==> config.mk <==
export PLATFORM = sky130hd
export DESIGN_NAME = frame_buffer_arbiter
export DESIGN_NICKNAME = d
export VERILOG_FILES = /design/src/rtl/frame_buffer_arbiter.sv
export SDC_FILE = /design/constraint.sdc
export NUM_CORES = 1
export LEC_CHECK = 0
export ABC_CLOCK_PERIOD_IN_PS = 3100
export CAP_MARGIN = 25
export CORE_MARGIN = 3
export CORE_UTILIZATION = 30
export CTS_CLUSTER_SIZE = 12
export DETAILED_ROUTE_END_ITERATION = 8
export HOLD_SLACK_MARGIN = 0.02
export PLACE_DENSITY = 0.62
export SYNTH_ARGS = -nofsm -noshare
export SYNTH_HDL_FRONTEND = slang
export SYNTH_SLANG_ARGS = --single-unit
==> constraint.sdc <==
create_clock -name clk -period 3.1 [get_ports clk]
set_input_delay 0.31 -clock clk [delete_from_list [all_inputs] [get_ports clk]]
set_output_delay 0.31 -clock clk [all_outputs]
set_load 0.02 [all_outputs]
==> src/rtl/frame_buffer_arbiter.sv <==
// frame_buffer_arbiter: ping-pong SPRAM frame buffer with writer-priority port arbitration and bank swap FSM
module frame_buffer_arbiter #(
  parameter int FRAME_BYTES = 9600,
  parameter int RD_AW = 17,
  parameter int MEM_AW = 15
) (
  input  logic              clk,
  input  logic              reset,
  input  logic              wr_req,
  input  logic [MEM_AW-1:0] wr_addr,
  input  logic [7:0]        wr_data,
  output logic              wr_ack,
  input  logic              frame_wr_done,
  input  logic [RD_AW-1:0]  rd_addr,
  output logic [7:0]        rd_data,
  output logic              buffer_ready,
  input  logic              frame_read_complete,
  output logic [MEM_AW-1:0] mem_addr,
  output logic [7:0]        mem_wdata,
  output logic              mem_we,
  input  logic [7:0]        mem_rdata,
  output logic              wr_bank,
  output logic [7:0]        frames_dropped
);
  typedef enum logic {S_EMPTY, S_PUBLISHED} state_t;
  localparam logic [MEM_AW-1:0] FB_M = MEM_AW'(FRAME_BYTES);
  localparam logic [RD_AW-1:0]  FB_R = RD_AW'(FRAME_BYTES);
  state_t            r_state, w_state_nxt;
  logic              r_wr_bank, w_bank_nxt, w_drop_inc;
  logic [7:0]        r_drop, r_rd_data, r_mem_wdata;
  logic [MEM_AW-1:0] r_mem_addr, w_wr_base, w_rd_base;
  logic              r_mem_we, r_tag1_v, r_tag1_z, r_tag2_v, r_tag2_z;
  logic              w_wr_in, w_rd_in;
  always_comb begin
    w_state_nxt = r_state;
    w_bank_nxt  = r_wr_bank;
    w_drop_inc  = 1'b0;
    if (r_state == S_EMPTY) begin
      if (frame_wr_done) begin
        w_bank_nxt  = ~r_wr_bank;
        w_state_nxt = S_PUBLISHED;
      end
    end else if (frame_wr_done && frame_read_complete) begin
      w_bank_nxt = ~r_wr_bank;
    end else if (frame_read_complete) begin
      w_state_nxt = S_EMPTY;
    end else if (frame_wr_done) begin
      w_drop_inc = 1'b1;
    end
  end
  assign w_wr_base = r_wr_bank ? FB_M : '0;
  assign w_rd_base = r_wr_bank ? '0 : FB_M;
  assign w_wr_in   = wr_addr < FB_M;
  assign w_rd_in   = rd_addr < FB_R;
  // Read tags travel alongside the SPRAM latency so a bank swap never redirects an issued read.
  always_ff @(posedge clk) begin
    if (reset) begin
      r_state     <= S_EMPTY;
      r_wr_bank   <= 1'b0;
      r_drop      <= '0;
      r_mem_addr  <= '0;
      r_mem_wdata <= '0;
      r_mem_we    <= 1'b0;
      r_rd_data   <= '0;
      r_tag1_v    <= 1'b0;
      r_tag1_z    <= 1'b0;
      r_tag2_v    <= 1'b0;
      r_tag2_z    <= 1'b0;
    end else begin
      r_state   <= w_state_nxt;
      r_wr_bank <= w_bank_nxt;
      if (w_drop_inc && r_drop != 8'hFF) r_drop <= r_drop + 8'd1;
      r_tag1_v <= ~wr_req & w_rd_in;
      r_tag1_z <= ~wr_req & ~w_rd_in;
      r_tag2_v <= r_tag1_v;
      r_tag2_z <= r_tag1_z;
      if (r_tag2_v) r_rd_data <= mem_rdata;
      else if (r_tag2_z) r_rd_data <= '0;
      if (wr_req) begin
        r_mem_we <= w_wr_in;
        if (w_wr_in) begin
          r_mem_addr  <= w_wr_base + wr_addr;
          r_mem_wdata <= wr_data;
        end
      end else begin
        r_mem_we <= 1'b0;
        if (w_rd_in) r_mem_addr <= w_rd_base + rd_addr[MEM_AW-1:0];
      end
    end
  end
  assign wr_ack         = wr_req;
  assign buffer_ready   = r_state == S_PUBLISHED;
  assign wr_bank        = r_wr_bank;
  assign frames_dropped = r_drop;
  assign mem_addr       = r_mem_addr;
  assign mem_wdata      = r_mem_wdata;
  assign mem_we         = r_mem_we;
  assign rd_data        = r_rd_data;
endmodule

* Word level (Yosys, flattened, before mapping)
Index checks and enable logic that the tools add are counted.
** Cells by class
- Add/subtract/negate cells :: 3
- Magnitude comparators :: 2
- Eq/ne operators :: 3
- Muxes and demuxes :: 17
- Bitwise logic cells :: 5
- Reduce and logical (&&, ||, !) cells :: 9
** Operator list (count)
- $mux 15 :: 3
- $add 14x15->15 :: 2
- $mux 14 :: 2
- $lt 17x14->1 const B :: 1
- $mux 8 :: 2
- $lt 15x14->1 const B :: 1
- $mux 1 :: 10
- $add 8x1->8 const B :: 1
- $ne 8x8->1 const B :: 1
- $reduce_and 2->1 :: 3
- $reduce_bool 2->1 :: 3
- $ne 2x1->1 const B :: 2
- $not 1->1 :: 3
- $and 1x1->1 :: 2
- $logic_and 1x1->1 :: 2
- $reduce_or 2->1 :: 1
** Storage, ports and cells
- Flip-flop bits (word level) :: 46
- Output and inout port bits :: 43
- Logic and storage cells :: 50

* Longest topological paths before layout
Gate-level depths: netlist (run 1).
- Word-level depth :: 5
- Mapped depth :: 8
- Depth with buffers taken out :: 8

* Worst setup path after synthesis (run 1)
No wires, ideal clock.
- Path type :: register -> register
- Start :: reg r_wr_bank, in the netlist wr_bank
- End :: reg r_mem_addr[11], in the netlist mem_addr[11]
- Setup time :: 0.128 ns
- Arrival :: 2.057 ns
- Required time :: 2.972 ns
- Setup slack :: 0.915 ns
- Stages on the path, launching flop included :: 9
- Clock period less this slack :: 2.185 ns
- Cells stage by stage :: dfxtp_1 -> inv_1 -> ha_1 -> fa_1 -> a31oi_1 -> xor2_1 -> nor2_1 -> a211oi_1 -> nor3_2
** On the way
- Cells in the longest elaborated chain, start to end :: 4
- Elaborated cells between the ends (all ways) :: 7
** Ends and longest elaborated chain
- from (decl) :: RTL line 29 : logic r_wr_bank, w_bank_nxt, w_drop_inc;
- from (signal assigned) :: RTL line 71 : r_wr_bank <= w_bank_nxt;
- $mux 14 (on tied branches) :: RTL line 52, 51
- $add 14x15->15 (on tied branches) :: RTL line 87, 82
- $mux 15 (on tied branches) :: RTL line 87, 81
- $mux 15 * :: RTL line 79 : if (wr_req) begin
- to (signal assigned) :: RTL line 82 : r_mem_addr <= w_wr_base + wr_addr;
- to (signal assigned) :: RTL line 87 : if (w_rd_in) r_mem_addr <= w_rd_base + rd_addr[MEM_AW-1:0];
- to (decl) :: RTL line 31 : logic [MEM_AW-1:0] r_mem_addr, w_wr_base, w_rd_base;
Every way passes the cells marked *; elsewhere a longest branch is shown, timed or not. The select of a mux whose other input is x is not followed.
A chain may end at the register's enable or synchronous reset.

* Worst setup path after layout (run 1)
Same ends and word-level chain as after synthesis.

==> impl_results.md, run 1 <==
- Status: finished clean
- Cts repair resizes: 0
- Final ANT Viol Nets: 0
- Share of the synthesized area in the top cell type: between 30% and 40%
- Slew Limit Fails: 0
- Yosys top cell by area: dfxtp_1
- Total negative slack: 0 ns
- Mapped Cells: about 250
- Post-CTS Setup Bufs: 0
- Htree depth: 2
- Placed cell areas: approximately 3400 sq um
- Post-Syn Nets: about 310
- Cell family with most CP delay: adder cells
- Worst skew pair latency: a little under 0.3 ns
- Die width: 95.3 um
- CTS tree: done
- Site Rows: 31
- Routed len/inst: ~14 um
- Largest net degree at the start of global routing: 30
- Final Setup Violations: 0
- Most frequent cells in the layout: clkdlybuf4s50_1 (94), dfxtp_1 (46), nor2_1 (33), mux2i_1 (19), a21oi_1 (17)
- Synth-to-layout area growth: 46.7%
- Sw Pwr: 0.383 mW
- Clock Skews: ~0.0071 ns
- Die area: between 9000 and 10,000 sq um
- CP Max Fanout: 7
- First-pass DRT Iterations: 4
- Clock power frac: 31.0%
- Register share of total power: between 40% and 50%
- # nets final: 403
- Relative slew slack: about half
- Tot GR Track Use: 13.0%
- Worst setup SP type: register
- Peak VDD IR: approximately 0.2 mV
- Ys Warns: 0
- HPWL reported at the end of detailed placement: approximately 4.6 mm
- Vias: between 2,000 and 2,500
- Period minus WS final: between 2 and 2.5 ns
- Crit-path cells: inv_1, ha_1, fa_1, a31oi_1, xor2_1, nor2_1, a211oi_1, nor3_2
- Clk sink count: 46
- Clock Path Buffers: 2
- Chip height: around 95 um
- # DRC: 0
- Core Footprint: 7490 sq um
- Clock transition at the registers of the reported paths: around 0.090 ns
- DR vias/cell: 4.75
- Hold_buf cts: 0
- F_max: around 430 MHz
- Vias in the first global route: 1,950
- Period utilization: roughly three quarters
- Pleak: approximately 1.3 nW
- Netlist Area Pre-Place: around 2400 sq um
- Post-Route WL: around 6 mm
- CTS Buf Count: 5
- Combinational Power Share: 24.3%
- Register area share after synthesis: around two fifths
- Min-Delay Path Class: reg -> reg
- Layout cells sized above 1: between 10% and 20%
- DRT iter0 DRCs: 54
- Netlist cell types: 48
- # port buffers: between 90 and 100
- Max Cap Viol: 0
- Critical path arrival: roughly 2.5 ns
- Most common cell after layout, fill and taps aside: clkdlybuf4s50_1
- Initial Utilization: between 30% and 40%
- Worst Path Required: ~3.3 ns
- Top post-synthesis cells by area: dfxtp_1 (38%), mux2i_1 (7.9%), nor2_1 (5.2%)
- First-pass GRT wire length: about 9.2 mm
- CP max stage cell: dfxtp_1
- Sw Share: 27.1%
- Power density over the cells: between 400 and 500 nW/um^2
- Initial antenna violation count: 0
- Clock root cell: clkbuf_8
- Buf+Inv Stages, Crit Path: 1
- Critical path class: reg -> reg
- RSZ-0062 raised after global routing: no
- Slowest stage delay, CP: about 0.49 ns
- Slew @ Worst Pin: between 0.7 and 0.8 ns
- Design Area, Final: 3510 sq um
- GP Congestion: 0.818
- Antenna Cells: 0
- I/O pin count: 96
- #FFs+latches synth: 46
- Mean Syn Cell Area: 9.61 sq um
- WHS: between 0.4 and 0.5 ns
- Final Hold Fails: 0
- CP Capture Type: register
- Internal power: 1.03 mW
- Grt ovf: 0
==> Yosys cell counts (all sizes together) <==
library cell  number
dfxtp             46
nor2              40
a21oi             19
mux2i             19
a211oi            11
nor3b             11
xor2              11
nand2             10
ha                 9
buf                8
clkbuf             7
o21ai              6
inv                5
nand3              5
nor3               5
xnor2              5
nand4              4
nor2b              3
o211ai             3
a21o               2
a31oi              2
and3               2
fa                 2
nand3b             2
o31ai              2
a21boi             1
a2bb2oi            1
a41oi              1
and2               1
and3b              1
and4               1
o2111a             1
o2111ai            1
o21a               1
o21bai             1
==> routing by layer <==
| metal | GRT usage (%) | share of wire [%] | routed length (um) | vias up |
|---|---|---|---|---|
| met5 | 0 | 0 | 0 | - |
| met4 | 3.25 | 0.23 | 14 | 0 |
| met3 | 3.87 | 7.2 | 431 | 3 |
| met2 | 21.6 | 47 | 2820 | 64 |
| met1 | 16.3 | 45 | 2710 | 958 |
| li1 | - | - | - | 1062 |
==> kinds of logic after synthesis <==
group                      count (synthesis)  synth area share (%)
DFF                                       46                  38.5
buffers and inverters                     20                  4.29
and+or+nand+nor                           85                  18.9
adders and majority gates                 11                  6.38
xor gates and xnor gates                  16                  5.85
AOI/OAI and AO/OA                         52                  18.2
muxes                                     19                  7.95
==> metrics by stage <==
stage                     std cells  worst slack, ns  power [mW]  utilization (%)
after floorplan                 249            0.915       0.835                -
after global placement          431            0.781       0.989             45.4
after detailed placement        431            0.721       0.988             45.4
after CTS                       439            0.801        1.44             46.9
after global routing            439            0.641        1.49             46.9
final                           439            0.797        1.41             46.9
==> layout make-up <==
cell class	instances	area (sq um)
Sequential cell	46	921
Inverter	5	18.8
Clock buffer	6	72.6
Timing Repair Buffer	98	968
Tap cell	99	124
Multi-Input combinational cell	183	1370
Clock inverter	2	37.5
Fill cell	730	3970
==> worst paths after layout <==
path | slack (ns) | startpoint | to | cells past startpoint
setup / recovery | 0.80 | wr_bank | mem_addr[11] | 8
hold / removal | 0.44 | r_tag1_v | r_tag2_v | 1
setup reg to reg | 0.80 | wr_bank | mem_addr[11] | 8
hold reg to reg | 0.44 | r_tag1_v | r_tag2_v | 1
==> worst register-to-register path, delay by kind of cell, from the launching register on <==
family          cells  cell delay, ns
simple gates        2            0.11
fa+ha+maj           2            0.71
flops               1            0.49
xor+xnor            1            0.18
compound gates      2            0.48
buf+inv             1            0.22
==> state kept, by name, indices dropped and copies added, names as in the netlist <==
register and flops:
buffer_ready 1, r_tag1_v 1, mem_we 1, rd_data 8, r_tag2_z 1, r_tag1_z 1
mem_addr 15, frames_dropped 8, wr_bank 1, r_tag2_v 1, mem_wdata 8
==> power groups by stage <==
stage / registers, mW / clock network (mW) / logic [mW]
2_1_floorplan: 0.668 / 0 / 0.167
3_3_place_gp: 0.645 / 0 / 0.344
3_5_place_dp: 0.645 / 0 / 0.344
4_1_cts: 0.632 / 0.459 / 0.347
5_1_grt: 0.635 / 0.481 / 0.372
6_report: 0.631 / 0.437 / 0.343
No activity file was read; power rests on OpenSTA's default activity.
==> run 2: changes to the inputs <==
--- a/config.mk
+++ b/config.mk
@@ -5,14 +5,14 @@
 export SDC_FILE = /design/constraint.sdc
 export NUM_CORES = 1
 export LEC_CHECK = 0
-export ABC_CLOCK_PERIOD_IN_PS = 3100
+export ABC_CLOCK_PERIOD_IN_PS = 1900
 export CAP_MARGIN = 25
 export CORE_MARGIN = 3
 export CORE_UTILIZATION = 30
 export CTS_CLUSTER_SIZE = 12
 export DETAILED_ROUTE_END_ITERATION = 8
 export HOLD_SLACK_MARGIN = 0.02
-export PLACE_DENSITY = 0.62
+export PLACE_DENSITY = 0.64
 export SYNTH_ARGS = -nofsm -noshare
 export SYNTH_HDL_FRONTEND = slang
 export SYNTH_SLANG_ARGS = --single-unit
==> constraint.sdc (replaced) <==
create_clock -name clk -period 1.9 [get_ports clk]
set_input_delay 0.19 -clock clk [delete_from_list [all_inputs] [get_ports clk]]
set_output_delay 0.19 -clock clk [all_outputs]
set_load 0.02 [all_outputs]
==> run 2 against run 1 <==
  * Clock power grew 33%
  * First-iteration DRC count up 52%
  * Cell count grew 4.1%
  * Clock skew is essentially flat
  * Sequential cell count did not move
==> impl_results.md, run 2 (same netlist as run 1, synthesis figures left out) <==
- Status: finished clean (unchanged)
- Worst skew pair latency: 0.29 ns (about the same)
- First-pass GRT wire length: 9.94 mm (was 9.23 mm)
- Met1 GRT Util: 15.9% (was 16.3%)
- Slew @ Worst Pin: 0.471 ns (was 0.751 ns)
- Met3 Use GR: 5.13% (was 3.87%)
- DRT iter0 DRCs: 82 (was 54)
- Buf+Inv Stages, Crit Path: 1 (unchanged)
- Clk sink count: 46 (unchanged)
- Critical path class: reg -> reg (unchanged)
- CTS Buf Count: 5 (unchanged)
- Clock Skews: 0.00699 ns (was 0.00706 ns)
- # DRC: 0 (unchanged)
- Min-Delay Path Class: in -> reg (was reg -> reg)
- Relative slew slack: 68.5% (was 49.8%)
- GP Congestion: 0.858 (was 0.818)
- Multi-input gate area: 1400 sq um (was 1370 sq um)
- Largest net degree at the start of global routing: 23 (was 30)
- Capturing point of the worst reg2reg path: mem_addr[11] (unchanged)
- Most frequent cells in the layout: clkdlybuf4s50_1 (93), dfxtp_1 (45), nor2_1 (33), buf_4 (20), mux2i_1 (19) (was clkdlybuf4s50_1 (94), dfxtp_1 (46), nor2_1 (33), mux2i_1 (19), a21oi_1 (17))
- F_max: 561 MHz (was 434 MHz)
- Crit. Startpoint: wr_bank (unchanged)
- I/O pin count: 96 (unchanged)
- Core Footprint: 7490 sq um (unchanged)
- Worst Path Required: 2.08 ns (was 3.27 ns)
- FF-to-FF setup slack: 0.12 ns (was 0.80 ns)
- CP Max Fanout: 3 (was 7)
- Cell family with most CP delay: adder cells (unchanged)
- Chip height: 95.3 um (unchanged)
- Clock transition at the registers of the reported paths: 0.09 ns (about the same)
- Die width: 95.3 um (unchanged)
- Reg2reg start: wr_bank (unchanged)
- Antenna Cells: 0 (unchanged)
- Post-Route WL: 6.19 mm (was 5.97 mm)
- HPWL reported at the end of detailed placement: 4.90 mm (was 4.58 mm)
- Period utilization: 93.9% (was 74.3%)
- Site Rows: 31 (unchanged)
- Final Hold Fails: 0 (unchanged)
- Vias: 2,149 (was 2,087)
- Clock root cell: clkbuf_8 (unchanged)
- Slowest stage delay, CP: 0.38 ns (was 0.49 ns)
- CP Capture Type: register (unchanged)
- Final std cells w/o fill: 457 (was 439)
- Initial Utilization: 32.0% (unchanged)
- Layout cells sized above 1: 18.7% (was 11.8%)
- Design Power: 2.24 mW (was 1.41 mW)
- Synth-to-layout area growth: 53.3% (was 46.7%)
- Cells after DPL: 449 (was 431)
- # port buffers: 95 (unchanged)
- Most common cell after layout, fill and taps aside: clkdlybuf4s50_1 (unchanged)
- DR vias/cell: 4.70 (was 4.75)
- Power density over the cells: 609 nW/um^2 (was 402 nW/um^2)
- Pleak: 1.43 nW (was 1.34 nW)
- Slew Limit Fails: 0 (unchanged)
- Fillers: 705 (was 730)
- WP depth: 8 (unchanged)
- Period minus WS final: 1.78 ns (was 2.30 ns)
- GR Layer Usage met2: 24.4% (was 21.6%)
- Vias in the first global route: 2,101 (was 1,950)
- Final Setup Violations: 0 (unchanged)
- Setup crit end: mem_addr[11] (unchanged)
- Die area: 9090 sq um (unchanged)
- CTS tree: done (unchanged)
- Clock Path Buffers: 2 (unchanged)
- Largest register FFs: 15 (unchanged)
- Design Area, Final: 3670 sq um (was 3510 sq um)
- Critical path arrival: 1.97 ns (was 2.48 ns)
- First-pass DRT Iterations: 4 (unchanged)
- Grt ovf: 0 (unchanged)
- Crit-path cells: ha_2, inv_1, fa_2, and3b_2, nor2_1, xnor2_1, a211oi_2, nor3_2 (was inv_1, ha_1, fa_1, a31oi_1, xor2_1, nor2_1, a211oi_1, nor3_2)
- Worst setup SP type: register (unchanged)
- Initial antenna violation count: 0 (unchanged)
- GRT busiest layer: met2 (unchanged)
- R2R depth: 8 (unchanged)
- Htree depth: 2 (unchanged)
- Final ANT Viol Nets: 0 (unchanged)
- Hold_buf cts: 0 (unchanged)
- Routed len/inst: 13.6 um (about the same)
- Register area: 925 sq um (was 921 sq um)
- Tot GR Track Use: 13.8% (was 13.0%)
- Placed cell areas: 3550 sq um (was 3400 sq um)
- CP max stage cell: dfxtp_4 (was dfxtp_1)
- Max Cap Viol: 0 (unchanged)
- Peak VDD IR: 0.294 mV (was 0.206 mV)
- # nets final: 421 (was 403)
-- run 2: layer usage --
| metal | up-vias | share of wire [%] |
|---|---|---|
| met5 | - | 0 |
| met4 | 0 | 0.81 |
| met3 | 7 | 6.9 |
| met2 | 68 | 49 |
| met1 | 980 | 44 |
| li1 | 1094 | - |
-- run 2: final cells by class --
cell class / instances / share of cell area, %
clock inverter: 1 / 0.205
sequential: 46 / 25.2
tap: 99 / 3.38
clock buffer: 7 / 2.08
inverter: 5 / 0.512
multi-input combinational: 183 / 38.1
timing repair buffer: 116 / 30.5
-- run 2: worst min-delay path by stage --
stage | start | endpoint | slack [ns] | cells after the start
4_1_cts | reset | rd_data[5] | 0.24 | 2
2_1_floorplan | reset | r_tag1_v | 0.28 | 1
3_3_place_gp | r_tag1_z | r_tag2_z | 0.42 | 1
6_report | reset | rd_data[3] | 0.24 | 2
3_5_place_dp | r_tag1_v | r_tag2_v | 0.43 | 1
5_1_grt | reset | rd_data[1] | 0.25 | 2
-- run 2: where the power goes --
group	internal (mW)	switching (mW)
registers	1.00	0.0259
clock network	0.261	0.321
logic	0.331	0.294
-- run 2: stage by stage --
step / worst slack (ns) / hold WS (ns) / utilization, % / TNS (ns)
after floorplan: 0.000856 / 0.279 / - / 0
after global placement: -0.268 / 0.416 / 47.5 / -0.634
after detailed placement: -0.336 / 0.433 / 47.5 / -0.761
after CTS: 0.0280 / 0.238 / 48.7 / 0
after global routing: -0.000277 / 0.253 / 49.0 / -0.000277
final: 0.117 / 0.244 / 49.0 / 0
-- run 2: what timing repair did --
item	CTS	global route
gates resized for setup	1	10
pin swaps	0	3
buffers inserted	0	0
setup endpoints to repair	1	3
